<file path="config.mk">
export PLATFORM = sky130hd
export DESIGN_NAME = lru_victim_ctrl
export DESIGN_NICKNAME = d
export VERILOG_FILES = /design/src/rtl/lru_ctrl_pkg.sv /design/src/rtl/lru_hit_fifo.sv /design/src/rtl/lru_victim_ctrl.sv
export SDC_FILE = /design/constraint.sdc
export NUM_CORES = 1
export LEC_CHECK = 0
export CAP_MARGIN = 20
export CELL_PAD_IN_SITES_DETAIL_PLACEMENT = 1
export CELL_PAD_IN_SITES_GLOBAL_PLACEMENT = 1
export CORE_UTILIZATION = 24
export CTS_BUF_LIST = sky130_fd_sc_hd__clkbuf_4
export DETAILED_ROUTE_END_ITERATION = 7
export PLACE_DENSITY_LB_ADDON = 0.1
export SLEW_MARGIN = 40
export SYNTH_ARGS = -nofsm -noshare
export SYNTH_HDL_FRONTEND = slang
export SYNTH_SLANG_ARGS = --single-unit
</file>
<file path="constraint.sdc">
create_clock -name clk -period 2.25 [get_ports clk]
set_input_delay 0.5625 -clock clk [delete_from_list [all_inputs] [get_ports clk]]
set_output_delay 0.5625 -clock clk [all_outputs]
set_load 0.03 [all_outputs]
</file>
<file path="src/rtl/lru_ctrl_pkg.sv">
// Shared types for the LRU victim controller: FSM state encoding and the
// hit-update entry buffered while the LRU port is owned by the miss FSM.
package lru_ctrl_pkg;

  localparam int LRU_INDEX_BITS = 8;
  localparam int LRU_WAY_BITS   = 2;

  typedef enum logic [2:0] {
    ST_IDLE        = 3'd0,
    ST_SELECT      = 3'd1,
    ST_CHECK       = 3'd2,
    ST_WB          = 3'd3,
    ST_REFILL_REQ  = 3'd4,
    ST_REFILL_WAIT = 3'd5,
    ST_COMMIT      = 3'd6
  } lru_ctrl_state_t;

  typedef struct packed {
    logic [LRU_INDEX_BITS-1:0] index;
    logic [LRU_WAY_BITS-1:0]   way;
  } lru_hit_entry_t;

endpackage

</file>
<file path="src/rtl/lru_hit_fifo.sv">
// Synchronous hit-update FIFO with wrap-bit pointers. A push into a full
// FIFO is accepted only when a pop happens in the same cycle.
module lru_hit_fifo
  import lru_ctrl_pkg::*;
#(
  parameter int DEPTH = 4
) (
  input  logic           clk,
  input  logic           rst,
  input  logic           push,
  input  logic           pop,
  input  lru_hit_entry_t wdata,
  output lru_hit_entry_t rdata,
  output logic           full,
  output logic           empty
);

  localparam int PTR_BITS = (DEPTH > 1) ? $clog2(DEPTH) : 1;

  lru_hit_entry_t      mem_r [DEPTH];
  logic [PTR_BITS:0]   wr_ptr_r;
  logic [PTR_BITS:0]   rd_ptr_r;
  logic                do_push_s;
  logic                do_pop_s;

  assign empty     = (wr_ptr_r == rd_ptr_r);
  assign full      = (wr_ptr_r[PTR_BITS] != rd_ptr_r[PTR_BITS]) &&
                     (wr_ptr_r[PTR_BITS-1:0] == rd_ptr_r[PTR_BITS-1:0]);
  assign do_pop_s  = pop & ~empty;
  assign do_push_s = push & (~full | do_pop_s);
  assign rdata     = mem_r[rd_ptr_r[PTR_BITS-1:0]];

  // Pointer update.
  always_ff @(posedge clk) begin
    if (rst) begin
      wr_ptr_r <= '0;
      rd_ptr_r <= '0;
    end else begin
      if (do_push_s) wr_ptr_r <= wr_ptr_r + {{PTR_BITS{1'b0}}, 1'b1};
      if (do_pop_s)  rd_ptr_r <= rd_ptr_r + {{PTR_BITS{1'b0}}, 1'b1};
    end
  end

  // Storage write; contents need no reset since pointers gate visibility.
  always_ff @(posedge clk) begin
    if (do_push_s) mem_r[wr_ptr_r[PTR_BITS-1:0]] <= wdata;
  end

endmodule

</file>
<file path="src/rtl/lru_victim_ctrl.sv">
// Miss sequencer around the per-set LRU: victim select, writeback, refill,
// MRU commit, and arbitration of the LRU update port with the hit path.
// Optional hit-update queue enabled by defining LRU_HIT_QUEUE_EN.
module lru_victim_ctrl
  import lru_ctrl_pkg::*;
#(
  parameter int ASSOCIATIVITY = 4,
  parameter int ENTRIES       = 256,
  parameter int INDEX_BITS    = 8,
  parameter int WAY_BITS      = 2,
  parameter int HITQ_DEPTH    = 4
) (
  input  logic                  clk,
  input  logic                  rst,
  input  logic                  miss_valid,
  output logic                  miss_ready,
  input  logic [INDEX_BITS-1:0] miss_index,
  input  logic                  hit_valid,
  input  logic [INDEX_BITS-1:0] hit_index,
  input  logic [WAY_BITS-1:0]   hit_way,
  output logic                  hit_dropped,
  output logic [INDEX_BITS-1:0] lru_line_selector,
  input  logic [WAY_BITS-1:0]   lru_way,
  output logic                  lru_update,
  output logic [WAY_BITS-1:0]   lru_referenced_set,
  output logic [INDEX_BITS-1:0] victim_index,
  output logic [WAY_BITS-1:0]   victim_way,
  input  logic                  victim_dirty,
  output logic                  wb_valid,
  input  logic                  wb_ready,
  output logic                  refill_valid,
  input  logic                  refill_ready,
  input  logic                  refill_done,
  output logic                  done_valid
);

  if (ASSOCIATIVITY != (1 << WAY_BITS) || ENTRIES > (1 << INDEX_BITS) ||
      (HITQ_DEPTH & (HITQ_DEPTH - 1)) != 0 ||
      INDEX_BITS != LRU_INDEX_BITS || WAY_BITS != LRU_WAY_BITS) begin : g_bad_cfg
    $error("lru_victim_ctrl: inconsistent parameters");
  end

  lru_ctrl_state_t       state_r;
  lru_ctrl_state_t       state_next_s;
  logic [INDEX_BITS-1:0] victim_index_r;
  logic [WAY_BITS-1:0]   victim_way_r;
  logic                  fsm_owns_s;
  logic                  commit_s;

  assign victim_index = victim_index_r;
  assign victim_way   = victim_way_r;

  // Miss FSM state and victim latches.
  always_ff @(posedge clk) begin
    if (rst) begin
      state_r        <= ST_IDLE;
      victim_index_r <= '0;
      victim_way_r   <= '0;
    end else begin
      state_r <= state_next_s;
      if (state_r == ST_IDLE && miss_valid) victim_index_r <= miss_index;
      if (state_r == ST_SELECT)             victim_way_r   <= lru_way;
    end
  end

  // Miss FSM next-state and handshake outputs.
  always_comb begin
    state_next_s = state_r;
    miss_ready   = 1'b0;
    wb_valid     = 1'b0;
    refill_valid = 1'b0;
    done_valid   = 1'b0;
    fsm_owns_s   = 1'b0;
    commit_s     = 1'b0;
    case (state_r)
      ST_IDLE: begin
        miss_ready = 1'b1;
        if (miss_valid) state_next_s = ST_SELECT;
        else            state_next_s = ST_IDLE;
      end
      ST_SELECT: begin
        fsm_owns_s   = 1'b1;
        state_next_s = ST_CHECK;
      end
      ST_CHECK: begin
        if (victim_dirty) state_next_s = ST_WB;
        else              state_next_s = ST_REFILL_REQ;
      end
      ST_WB: begin
        wb_valid = 1'b1;
        if (wb_ready) state_next_s = ST_REFILL_REQ;
        else          state_next_s = ST_WB;
      end
      ST_REFILL_REQ: begin
        refill_valid = 1'b1;
        if (refill_ready) state_next_s = ST_REFILL_WAIT;
        else              state_next_s = ST_REFILL_REQ;
      end
      ST_REFILL_WAIT: begin
        if (refill_done) state_next_s = ST_COMMIT;
        else             state_next_s = ST_REFILL_WAIT;
      end
      ST_COMMIT: begin
        fsm_owns_s   = 1'b1;
        commit_s     = 1'b1;
        done_valid   = 1'b1;
        state_next_s = ST_IDLE;
      end
      default: begin
        state_next_s = ST_IDLE;
      end
    endcase
  end

`ifdef LRU_HIT_QUEUE_EN
  lru_hit_entry_t q_head_s;
  lru_hit_entry_t q_wdata_s;
  logic           q_push_s;
  logic           q_pop_s;
  logic           q_full_s;
  logic           q_empty_s;

  assign q_wdata_s = '{index: hit_index, way: hit_way};

  lru_hit_fifo #(
    .DEPTH (HITQ_DEPTH)
  ) u_hit_fifo (
    .clk   (clk),
    .rst   (rst),
    .push  (q_push_s),
    .pop   (q_pop_s),
    .wdata (q_wdata_s),
    .rdata (q_head_s),
    .full  (q_full_s),
    .empty (q_empty_s)
  );

  // LRU port arbitration: FSM first, then queued hits in order, then live hit.
  always_comb begin
    lru_line_selector  = hit_index;
    lru_referenced_set = hit_way;
    lru_update         = 1'b0;
    hit_dropped        = 1'b0;
    q_push_s           = 1'b0;
    q_pop_s            = 1'b0;
    if (fsm_owns_s) begin
      lru_line_selector  = victim_index_r;
      lru_referenced_set = victim_way_r;
      lru_update         = commit_s;
      q_push_s           = hit_valid;
      hit_dropped        = hit_valid & q_full_s;
    end else if (!q_empty_s) begin
      lru_line_selector  = q_head_s.index;
      lru_referenced_set = q_head_s.way;
      lru_update         = 1'b1;
      q_pop_s            = 1'b1;
      q_push_s           = hit_valid;
    end else begin
      lru_update         = hit_valid;
    end
  end
`else
  // LRU port arbitration: a hit colliding with FSM ownership is discarded.
  always_comb begin
    lru_line_selector  = hit_index;
    lru_referenced_set = hit_way;
    lru_update         = 1'b0;
    hit_dropped        = 1'b0;
    if (fsm_owns_s) begin
      lru_line_selector  = victim_index_r;
      lru_referenced_set = victim_way_r;
      lru_update         = commit_s;
      hit_dropped        = hit_valid;
    end else begin
      lru_update         = hit_valid;
    end
  end
`endif

endmodule
</file>
# After elaboration in Yosys (flattened, before gate mapping)
# Index checks and enable logic that the tools add are counted.
# word_totals
reg_bits	13
input_bits	28
output_inout_bits	26
elab_cells	27
# op_classes
n_eq_ne	6
n_mux	15
reduce_logical	3
# op_table
op	count
$pmux W3 S6	1
$eq A3 B3 Y1 const B	3
$mux W1	9
$mux W8	1
$eq A3 B2 Y1 const B	2
$mux W3	2
$mux W2	2
$eq A3 B1 Y1 const B	1
$logic_not A3 Y1	1
$reduce_or A2 Y1	1
$logic_and A1 B1 Y1	1

# Longest topological paths before layout
# depth
ltp_word	4
mapped_depth	5

# Least setup slack after synthesis
# Ideal clock, no wire load.
# synth_timing
path_kind	reg-to-output
from	reg state_r[1]
to	out lru_line_selector[0]
t_arrival_ns	1.369
slack_ns	0.318
path_stages_with_launch	6
cell_sequence	dfxtp_1 buf_6 and3b_4 or2_4 buf_6 mux2_4
# synth_via
elab_chain_len	4
# synth_lines
item	line	rtl
start, declared	lru_victim_ctrl.sv:43	lru_ctrl_state_t state_r;
start signal, assigned	lru_victim_ctrl.sv:60	state_r <= state_next_s;
$eq A3 B1 Y1 / $eq A3 B3 Y1 (equally long branches)	lru_victim_ctrl.sv:75	case (state_r)
$reduce_or A2 Y1 (no source line) (*)	n/a	
$mux W1 (*)	lru_victim_ctrl.sv:75	
$mux W8 (*)	lru_victim_ctrl.sv:169	if (fsm_owns_s) begin
end, declared	lru_victim_ctrl.sv:22	output logic [INDEX_BITS-1:0] lru_line_selector,
# Every way passes the cells marked *; elsewhere a longest branch is shown, timed or not.

# Worst setup path after layout
# layout_timing
from	reg state_r[2]
to	out lru_referenced_set[1]
# layout_via
elab_chain_len	4
# layout_lines
item	line	rtl
$eq A3 B1 Y1 / $eq A3 B3 Y1 (equally long branches)	lru_victim_ctrl.sv:75	
$reduce_or A2 Y1 (no source line) (*)	n/a	
$mux W1 (*)	lru_victim_ctrl.sv:75	
$mux W2 (*)	lru_victim_ctrl.sv:169	
end, declared	lru_victim_ctrl.sv:25	output logic [WAY_BITS-1:0] lru_referenced_set,
# Marks and branches as above.

==> summary.txt <==
Global route
  • GR Layer Usage met1: between 10% and 20%
  • Largest net degree at the start of global routing: 14
  • GRT Util Overall: 15.1%
  • Gr ovfl total: 0
  • M3 GR Usage: 3.52%
  • Met2 usage: 25.9%
  • Vias in the first global route: 772
  • GR peak layer: met2
  • First-pass GRT wire length: 3880 um
  • Initial antenna violation count: 0

Setup path
  • Crit path launch type: flop
  • Worst EP required: 1690 ps
  • Reg2Reg Depth: 4
  • R2R setup slack: approximately 700 ps
  • Data arrival time of the worst path: 1630 ps
  • WS Path Type: reg -> out
  • Critical path endpoint category: primary output
  • Crit Path Max Fanout: 5
  • Worst r2r dst: victim_index[2]
  • Worst R2R Start: state_r[1]

Run
  • Max-cap violation count: 0

Route
  • Vias: 826
  • Wire per inst: 12.8 um
  • 1st-iter DRT viols: 27
  • Post-route ant nets: 0
  • Post-DR vias/cell: approximately 4.4
  • Routed WL: 2390 um
  • Router iterations before antenna repair: 3
  • DRC: 0

Yosys
  • Syn avg cell area: 8.99 sq um
  • Ys async rst share: 0%
  • Largest cells by area after synthesis: dfxtp_1, mux2_4, a21oi_1, nand2_1, nand2b_1
  • Synth area leader: dfxtp_1
  • Post-synth EDFFs: 0
  • Post-synth top cells: nand2_1, a21oi_1, dfxtp_1
  • Post-synthesis register bit count: 13
  • Post-synth top area share: 34.0%
  • Sequential area share after synthesis: 34.0%
  • Cells after Synth: 85
  • Synth unique cells: 24
  • Yosys warns: 0
  • Most common cell in the synthesized netlist: nand2_1
  • Mapped cell area: 764 sq um
  • Post-Syn Nets: 113
  • Top_reg_cell synth: dfxtp_1

Pwr
  • Tot Pwr: between 0.0009 and 0.001 W
  • Sequential Power Share: between 20% and 30%
  • Power Internal: approximately 0.0006 W
  • Clock share of power: 16.7%
  • Peak supply drop: 0.303 mV
  • Psw: 0.000381 W
  • Net Sw Frac: 39.0%
  • Pwr Density: ~700 nW/um^2
  • Pleak: 0.567 nW
  • Combinational Power Share: 54.4%

Placed design
  • GPL Wtd Cong: about 0.75
  • Area post-placement: ~1300 sq um
  • Detail Placement HPWL: around 1700 um
  • Place WS: -138 ps
  • I/O Buffers: 53

Floorplan
  • Initial Utilization: 25.2%
  • Die Wd: 58.4 um
  • Die H: 58.4 um
  • Rows: 20
  • Total core area: roughly 3000 sq um
  • Ports: 54
  • DIE AREA: 3420 sq um

Cells and area
  • # fillers: 348
  • Fin nets: 172
  • Area growth, synth to finish: 79.5%
  • Multi-input logic area: 470 sq um
  • Share of layout cells above drive strength 1: 28.7%
  • Antenna cells: 0
  • Post-route cell area: ~1400 sq um
  • Register area: 267 sq um

STA
  • Relative slew slack: 65.1%
  • Clock Skew: slightly above 8 ps
  • Worst-Margin Slew: 522 ps
  • Max Clk Rate: 456 MHz
  • Minimum clock period: approximately 2200 ps
  • Fin. Hold Viols: 0
  • Hold WS: ~470 ps
  • PnR worst setup slack: ~59 ps
  • Slew Viols, Final: 0
  • Final worst path period share: 97.4%
  • Unrepaired setup endpoints after global routing: no
  • TNS Setup: 0 ps
  • Final Setup Violations: 0

Min path
  • Hold path start: victim_index[1]
  • Hold endpoint: victim_index[1]
  • Hold path cells: 2
  • HP Class: reg -> reg

Clock tree
  • H-tree depth: 1
  • Clock root cell: clkbuf_4
  • Clock transition at the registers of the reported paths: about 90 ps
  • CTS tree: yes
  • Clock Path Buffers: 2
  • Clk_lat worst skew: 280 ps
  • Cts hold-fix bufs: 0
  • CTS Sinks: 13
  • Setup bufs post-CTS: 0
  • Num CTS Buffers: 3

Status
  • Status: finished, final reports clean
-- layout by cell type, fill, tap and decap left out, types with 3 or more instances in the layout --
| cell type | count |
|---|---|
| a21oi_1 | 14 |
| buf_2 | 3 |
| buf_4 | 13 |
| buf_6 | 3 |
| clkbuf_4 | 4 |
| clkdlybuf4s50_1 | 37 |
| dfxtp_1 | 10 |
| dlygate4sd2_1 | 3 |
| mux2_4 | 9 |
| nand2_1 | 17 |
| nand2b_1 | 5 |
| nor2_1 | 4 |
-- power groups by stage --
stage,Clock (W),Combinational (W),Sequential (W)
2_1_floorplan,0,0.000303,0.000318
3_3_place_gp,0,0.000532,0.000282
3_5_place_dp,0,0.000541,0.000284
4_1_cts,0.000175,0.000523,0.000281
5_1_grt,0.000187,0.000570,0.000287
6_report,0.000164,0.000532,0.000282
-- what timing repair did --
| action | 4_1_cts | 5_1_grt |
|---|---|---|
| gates cloned | 1 | 0 |
| gates resized for setup | 52 | 18 |
| pin swaps | 1 | 2 |
| setup endpoints to repair | 12 | 8 |
-- registers in the layout, indices dropped and copies added, names as in the netlist --
signal and count:
victim_way 2, state_r 3, victim_index 8
-- layer usage --
| layer | vias up | share of wire (%) |
|---|---|---|
| li1 | 411 | - |
| met1 | 379 | 43 |
| met2 | 32 | 48 |
| met3 | 4 | 7.4 |
| met4 | 0 | 1.3 |
| met5 | - | 0 |
-- logic make-up after synthesis --
| logic type | Yosys count | share of synthesized area (%) |
|---|---|---|
| compound gates | 16 | 11.6 |
| flops | 13 | 34.0 |
| mux | 12 | 21.8 |
| simple gates | 36 | 26.2 |
| buf+inv | 8 | 6.38 |
-- critical path: stages, from the launching register on --
cell	delay (ps)
dfxtp_4	370
nor3b_4	250
or2_4	220
mux2_2	340
buf_4	170
-- layout make-up --
type	instances	area share (%)
timing repair buffer	59	39.6
multi-input combinational	65	34.3
sequential	13	19.4
tap	44	4.01
clock buffer	4	2.19
inverter	2	0.547
-- worst max path at each step --
stage                     slack [ps]                    end          from
final                             60  lru_referenced_set[1]    state_r[2]
after global routing             0.9   lru_line_selector[7]    state_r[2]
after CTS                          8   lru_line_selector[3]    state_r[1]
after detailed placement        -140   lru_line_selector[3]  hit_index[3]
after global placement          -120   lru_line_selector[5]  hit_index[5]
after floorplan                  320   lru_line_selector[0]    state_r[1]
-- per-stage QoR --
step,std cells,utilization (%)
2_1_floorplan,85,-
3_3_place_gp,182,44.5
3_5_place_dp,182,44.5
4_1_cts,187,44.3
5_1_grt,187,45.3
6_report,187,45.3
Power figures use the tool's default switching activity.
